## src/rtl/descramble_pkg.sv

```systemverilog
// descramble_pkg: scrambler constants, FSM states and key tap shared by the 100BASE-TX receive descrambler
package descramble_pkg;
    localparam int SCR_LEN = 11;
    localparam int TAP_A = 10;
    localparam int TAP_B = 8;
    localparam int LOCK_BITS_DEF = 29;
    localparam int UNLOCK_CYCLES_DEF = 90250;

    typedef enum logic {UNLOCKED, LOCKED} state_t;

    function automatic logic scr_key(input logic [SCR_LEN-1:0] lfsr);
        return lfsr[TAP_A] ^ lfsr[TAP_B];
    endfunction
endpackage

```

## src/rtl/descramble.sv

```systemverilog
// descramble: X^11+X^9+1 descrambler that self-synchronises on idle and tracks lock with a hold timer
module descramble
    import descramble_pkg::*;
#(
    parameter int LOCK_BITS = LOCK_BITS_DEF,
    parameter int UNLOCK_CYCLES = UNLOCK_CYCLES_DEF
) (
    input  logic       clk,
    input  logic       rst_n,
    input  logic [1:0] nrz,
    input  logic [1:0] nrz_valid,
    output logic [1:0] data,
    output logic [1:0] data_valid,
    output logic       locked
);
    localparam int CW = $clog2(LOCK_BITS + 2);
    localparam int TW = $clog2(UNLOCK_CYCLES + 1);
    localparam int FW = $clog2(SCR_LEN + 1);

    typedef struct packed {
        logic [SCR_LEN-1:0] lfsr;
        logic [FW-1:0]      fill;
        logic [CW-1:0]      match;
        logic [CW-1:0]      run;
    } bit_st_t;

    state_t        state, state_nx;
    bit_st_t       st, st_a, st_b, st_nx;
    logic [TW-1:0] timer, timer_nx;
    logic [1:0]    data_nx, data_valid_nx;
    logic          lk;

    // While unlocked the line is assumed idle, so the inverted bit is the key stream
    function automatic bit_st_t step(input bit_st_t s, input logic l, input logic b);
        bit_st_t r;
        logic    o;
        r = s;
        o = b ^ scr_key(s.lfsr);
        r.lfsr = {s.lfsr[SCR_LEN-2:0], l ? b : ~b};
        if (l) begin
            r.run = o ? ((s.run == CW'(LOCK_BITS)) ? s.run : s.run + 1'b1) : '0;
        end else begin
            r.fill = (s.fill == FW'(SCR_LEN)) ? s.fill : s.fill + 1'b1;
            if (s.fill == FW'(SCR_LEN))
                r.match = o ? ((s.match == CW'(LOCK_BITS + 1)) ? s.match : s.match + 1'b1) : '0;
        end
        return r;
    endfunction

    assign lk = (state == LOCKED);

    always_comb begin
        st_a = (|nrz_valid) ? step(st, lk, nrz[1]) : st;
        st_b = nrz_valid[1] ? step(st_a, lk, nrz[0]) : st_a;
        data_nx = {nrz[1] ^ scr_key(st.lfsr), nrz[0] ^ scr_key(st_a.lfsr)};
        st_nx = st_b;
        timer_nx = timer;
        state_nx = state;
        data_valid_nx = 2'b00;
        if (!lk) begin
            if (st_b.match >= CW'(LOCK_BITS)) begin
                state_nx = LOCKED;
                timer_nx = TW'(UNLOCK_CYCLES);
                st_nx.run = '0;
            end
        end else if (st_b.run >= CW'(LOCK_BITS)) begin
            timer_nx = TW'(UNLOCK_CYCLES);
            st_nx.run = '0;
            data_valid_nx = nrz_valid;
        end else begin
            timer_nx = (timer == '0) ? timer : timer - 1'b1;
            if (timer_nx == '0) begin
                state_nx = UNLOCKED;
                st_nx.fill = '0;
                st_nx.match = '0;
            end else begin
                data_valid_nx = nrz_valid;
            end
        end
    end

    always_ff @(posedge clk or negedge rst_n) begin
        if (!rst_n) begin
            state <= UNLOCKED;
            st <= '0;
            timer <= '0;
            data <= '0;
            data_valid <= '0;
            locked <= 1'b0;
        end else begin
            state <= state_nx;
            st <= st_nx;
            timer <= timer_nx;
            data <= data_nx;
            data_valid <= data_valid_nx;
            locked <= (state_nx == LOCKED);
        end
    end
endmodule

```

## config.mk

```make
export PLATFORM = sky130hd
export DESIGN_NAME = descramble
export DESIGN_NICKNAME = d
export VERILOG_FILES = /design/src/rtl/descramble_pkg.sv /design/src/rtl/descramble.sv
export SDC_FILE = /design/constraint.sdc
export NUM_CORES = 1
export LEC_CHECK = 0
export BUFFER_PORTS_ARGS = -buffer_cell sky130_fd_sc_hd__buf_2
export CORE_MARGIN = 4
export CORE_UTILIZATION = 50
export CTS_BUF_LIST = sky130_fd_sc_hd__clkbuf_4
export CTS_CLUSTER_SIZE = 14
export DETAILED_ROUTE_END_ITERATION = 16
export GPL_ROUTABILITY_DRIVEN = 0
export GPL_TIMING_DRIVEN = 0
export PLACE_DENSITY_LB_ADDON = 0.08
export SYNTH_ARGS = -nofsm -noshare
export SYNTH_HDL_FRONTEND = slang
export SYNTH_SLANG_ARGS = --single-unit
```

## constraint.sdc

```tcl
create_clock -name clk -period 3.65 [get_ports clk]
set_clock_uncertainty 0.2 [all_clocks]
set_input_delay 0 -clock clk [delete_from_list [all_inputs] [get_ports clk]]
set_output_delay 0 -clock clk [all_outputs]
set_load 0.005 [all_outputs]
```

==> results of run 1 <==
routing by layer:
layer / routed length, microns / track usage (%) / part of all wire (%)
met2: 4421 / 34.49 / 49
met5: 0 / 0 / 0
met3: 345 / 2.843 / 3.8
met4: 80 / 5.861 / 0.89
met1: 4163 / 28.70 / 46
cells by family (layout without fill, tap and decap cells):
family,after synthesis,after routing,share of synthesized area (%)
xor gates and xnor gates,16,16,4.313
and+or+nand+nor,175,176,25.60
DFF,47,47,32.70
muxes,19,19,5.391
adders and majority gates,10,10,3.478
AOI/OAI and AO/OA,115,115,25.25
buffers and inverters,28,72,3.269
stage by stage:
step | setup WS [ns] | util, %
floorplan | 0.2866 | -
CTS | 0.07217 | 57.61
detailed placement | -0.2454 | 54.47
finish | 0.1014 | 61.01
global placement | -0.2359 | 54.47
global route | -0.1099 | 61.01
worst max-delay path, cell delays in order (launching register included):
cell and delay [ns]:
dfrtp_1 0.44, xnor3_2 0.57, o21ai_4 0.11, a32o_2 0.28, ha_4 0.28, nand4bb_1 0.15, nor4_2 0.05, a31oi_1 0.22
o2bb2ai_1 0.17, o211ai_1 0.13, buf_4 0.18, o21ai_4 0.22, buf_4 0.21, a2bb2oi_1 0.17, o22a_1 0.15
placed cells by master (no fill, tap or decap), types with 4 or more instances in the layout:
master / instances
nor4_1: 7
clkbuf_1: 6
inv_1: 14
mux2i_1: 16
or2_2: 4
clkbuf_4: 5
or3_1: 6
a21o_1: 4
xnor2_1: 8
a2bb2oi_1: 5
o22ai_1: 6
xor2_1: 7
a31oi_1: 7
buf_4: 22
or4_1: 4
buf_2: 9
and3_1: 8
a22o_1: 7
nand3_1: 10
dfrtp_1: 45
nor2b_1: 8
o21ai_0: 22
nand4_1: 9
nand2_1: 38
nor2_1: 44
a21oi_1: 8
ha_1: 8
a21oi_2: 4
dlygate4sd3_1: 6
nor3_1: 11
report_power, final:
group / switching (W) / internal (W)
sequential: 0.000147 / 0.000654
clock: 0.000192 / 0.000147
combinational: 0.000839 / 0.000668
total: 0.00118 / 0.00147
cells in the mapped netlist, drive strengths merged (4+ instances only):
library cell	count	area [sq um]
a211oi	4	42.54
a21o	4	30.03
a21oi	13	76.33
a22o	7	61.31
a2bb2oi	5	43.79
a31oi	7	43.79
and3	8	50.05
buf	6	35.03
clkbuf	7	26.28
dfrtp	47	1176
ha	10	125.1
inv	15	56.30
mux2i	16	160.2
nand2	38	142.6
nand3	10	50.05
nand4	9	56.30
nor2	48	185.2
nor2b	8	50.05
nor3	14	92.59
nor4	9	62.56
o21ai	26	145.2
o22ai	6	37.54
or2	4	25.02
or3	6	37.54
or4	5	41.29
xnor2	8	70.07
xor2	7	61.31
registers in the layout, summed over array words and instances, names as in the netlist:
name and flops:
data_valid 2, timer 17, lk 1, data 2
st 25
repair_timing:
| item | 4_1_cts | 5_1_grt |
|---|---|---|
| hold buffers | 6 | 0 |
| cloned | 0 | 1 |
| resized for setup | 8 | 25 |
| endpoints found under the setup margin | 31 | 33 |
| buffers inserted | 6 | 16 |
| hold endpoints to repair | 54 | 0 |
| pin swaps | 5 | 10 |
layout make-up:
type / count / area share [%]
plain buffers: 12 / 1.425
well taps: 96 / 2.850
clock buffers: 5 / 0.8907
repair buffers: 37 / 6.591
clock inverters: 3 / 1.099
multi-input cells: 336 / 57.78
inverters: 15 / 1.395
flip-flops and latches: 47 / 27.97
how the worst max path moves through the flow:
stage | startpoint | endpoint | slack, ns | depth (start not counted)
final | st[24] | timer[13] | 0.10 | 14
after global routing | st[1] | timer[13] | -0.11 | 16
after CTS | st[24] | timer[7] | 0.07 | 14
after detailed placement | st[0] | data_valid[0] | -0.25 | 13
after global placement | st[0] | data_valid[0] | -0.24 | 13
after floorplan | st[10] | timer[8] | 0.29 | 14
==> metrics.txt, run 1 <==
status finished, final reports clean; CP max FO 7; PD cells 628.1 nW/um^2; worst skew pair latency 0.38 ns; Clock H-tree levels 2; Worst Path Arrival 3.68 ns; Final Power 0.002647 W; TNS Setup 0 ns; nets 470; Layout area overhead 17.15%; fin crit share 97.22%; sequential area share after synthesis 32.70%; global-route wire length before repair 14.76 mm; YS warnings 0; DIE WIDTH 92.82 microns; ant diodes 0; Leak 1.771 nW; Worst slew margin 27.31%; RSZ-0062 raised after global routing yes; Pins Over Slew Limit 0; worst vdd ir 0.0002964 V; fillcell total 646; Worst Hold Depth 4; multi-input logic area 2435 sq um; FF-to-FF setup slack 0.10 ns; Placed Cells 515; Max Cap Viol 0; grt total ovfl 0; Detailed Route WL 9.012 mm; Max Fclk 0.2818 GHz; register area 1179 sq um; total iterations of the first detailed-routing run 5; row cnt 30; gr usage total 20.93%; final number of setup-violating endpoints 0; Final ANT Viol Nets 0; capturing point of the worst reg2reg path timer[13]; hold path endpoint data_valid[1]; IO buf count 9; syn avg cell area 8.774 sq um; Synth Net Count 426; Synth Instances 410; top_reg_cell synth dfrtp_1; core area 6907 sq um; worst path required time 3.78 ns; clock transition at the registers of the reported paths 0.16 ns; Min Hold Slack 0.1353 ns; share of cells above drive strength 1 21.10%; initial core utilization 52.08%; DRT iter0 DRCs 192; Worst-Margin Slew 1.090 ns; shortest period the worst path allows 3.549 ns; Worst Setup Start Kind flip-flop; RR Startpoint st[24]; IO Count 11; largest net degree at the start of global routing 48; CP endpoint kind flip-flop; Setup Crit Path Kind flip-flop to flip-flop; WL per Instance 16.36 microns; vias in the first global route 3048; clock sink count 47; Remaining DRCs 0; worst hold start nrz_valid[1]; Via Count 3321; final hold violations 0; ys async rst share 100.0%; synthesized area 3597 sq um; clk buf depth 2; CTS Root Cell clkbuf_4; initial antenna violation count 0; height of the chip 92.82 microns; Post-Layout Cell Count 551; DP Area 3762 sq um; R2R depth 14; Cell variety after synth 79; final instance area 4214 sq um; vias per inst 6.027; count of state elements after synthesis 47; total CTS buffers 5; hpwl dp 6.172 mm; Die Area 8616 sq um; Worst Hold Class input pin to flip-flop; count of flip-flops with a built-in enable after synthesis 0; CTS tree done
(Power assumes the default switching activity.)
==> run 2: changes to the inputs <==
--- a/config.mk
+++ b/config.mk
@@ -8,7 +8,6 @@
 export BUFFER_PORTS_ARGS = -buffer_cell sky130_fd_sc_hd__buf_2
 export CORE_MARGIN = 4
 export CORE_UTILIZATION = 50
-export CTS_BUF_LIST = sky130_fd_sc_hd__clkbuf_4
 export CTS_CLUSTER_SIZE = 14
 export DETAILED_ROUTE_END_ITERATION = 16
 export GPL_ROUTABILITY_DRIVEN = 0
==> metrics.txt, run 2 (synthesized netlist as in run 1, its figures left out) <==
DRT iter0 DRCs 152; Clock H-tree levels 2; CTS tree done; share of cells above drive strength 1 20.75%; Final Power 0.002713 W; clock sink count 47; grt total ovfl 0; CTS Root Cell clkbuf_8; total CTS buffers 5; Final WS setup 0.09486 ns; logic gate share of total power 55.4%; worst vdd ir 0.0003169 V; most frequent cells in the layout dfrtp_1 (45), nor2_1 (44), nand2_1 (38), o21ai_0 (22), buf_4 (19); switching part of the total 43.47%; biggest regs st (25), timer (17); Seq pwr share 29.7%; shortest period the worst path allows 3.555 ns; final hold violations 0; status finished, final reports clean; Worst Setup SP st[24]; Pins Over Slew Limit 0; Int Pwr 0.001533 W; Detailed Route WL 9.002 mm; Largest register FFs 25; Remaining DRCs 0; CP max FO 7; commonest non-fill, non-tap cell in the layout dfrtp_1; nets 468; IO buf count 9; Worst slew margin 27.04%; Via Count 3324; WL met2 4.378 mm; Leak 1.770 nW; TNS Setup 0 ns; Setup Crit Path Kind flip-flop to flip-flop; pre-CTS setup slack -0.2454 ns; Worst Setup Start Kind flip-flop; worst skew pair latency 0.31 ns; Layout area overhead 17.29%; PD cells 642.9 nW/um^2; vias per inst 6.055; fin crit share 97.40%; clock transition at the registers of the reported paths 0.10 ns; fin util 61.09%; vias in the first global route 3066; initial core utilization 52.08%; clock power share 14.9%; global-route wire length before repair 14.69 mm; clk buf depth 2; worst path required time 3.70 ns; Post-Layout Cell Count 549; Max Cap Viol 0; total iterations of the first detailed-routing run 5; gr usage total 20.84%; Worst Hold Class input pin to async pin; FF-to-FF setup slack 0.09 ns; met3 routed WL 291 microns; Largest Register st; Final ANT Viol Nets 0; met1 WL 4.197 mm; height of the chip 92.82 microns; Die Area 8616 sq um; CP endpoint kind flip-flop; core area 6907 sq um; DIE WIDTH 92.82 microns; final number of setup-violating endpoints 0; RSZ-0062 raised after global routing yes; RR Startpoint st[24]; row cnt 30; IO Count 11; ant diodes 0; uppermost routed layer met4; Worst Path Arrival 3.60 ns; hpwl dp 6.172 mm; largest net degree at the start of global routing 48; Max Fclk 0.2813 GHz; Placed Cells 515; WL per Instance 16.40 microns; NetSw 0.001179 W; initial antenna violation count 0; Worst-Margin Slew 1.094 ns
-- run 2: metal layers --
layer | up-vias | track usage, %
met1 | 1611 | 28.35
met4 | 0 | 5.739
met3 | 12 | 3.087
met5 | - | 0
met2 | 61 | 34.49
li1 | 1640 | -
-- run 2: worst paths after layout --
check	to	cells past startpoint
min in group clk	data_valid[1]	4
max in group asynchronous	st[1]	2
min	st[11]	2
min reg2reg	timer[0]	1
max reg2reg	timer[7]	14
max	timer[7]	14
-- run 2: what timing repair did --
action / 4_1_cts / 5_1_grt
buffers inserted: 5 / 15
hold buffers: 6 / 0
endpoints found under the setup margin: 31 / 33
pin swaps: 4 / 9
cloned: 0 / 1
gates resized for setup: 7 / 25
endpoints found under the hold margin: 52 / 0
-- run 2: power by group through the flow --
stage	registers (W)	clock network (W)	logic [W]
finish	0.000805	0.000404	0.00150
global route	0.000828	0.000436	0.00165
CTS	0.000805	0.000415	0.00133
detailed placement	0.000818	0	0.00127
global placement	0.000815	0	0.00124
floorplan	0.000780	0	0.00100
-- run 2: final cells by class --
class | instances | area (sq um)
fill | 640 | 2688
multi-input combinational | 336 | 2420
sequential | 47 | 1179
timing repair buffer | 35 | 266.5
tap | 96 | 120.1
clock buffer | 5 | 68.82
buffer | 12 | 60.06
inverter | 15 | 58.81
clock inverter | 3 | 46.29
-- run 2: per-stage QoR --
stage	cell area, sq um	hold WS (ns)
2_1_floorplan	3597	-0.4956
3_5_place_dp	3762	0.07392
5_1_grt	4219	0.2783
4_1_cts	3996	0.2117
3_3_place_gp	3762	0.06491
6_report	4219	0.2251
-- run 2: critical path: stages (launching register included) --
cell and delay [ns]:
dfrtp_1 0.42, xnor3_2 0.57, o21ai_4 0.11, a32o_2 0.28
ha_4 0.28, nand4bb_1 0.15, nor4_2 0.06, a31oi_1 0.22
o2bb2ai_1 0.17, o211ai_1 0.12, buf_4 0.18, o21ai_4 0.23
buf_6 0.16, a2bb2oi_1 0.18, o22a_1 0.16
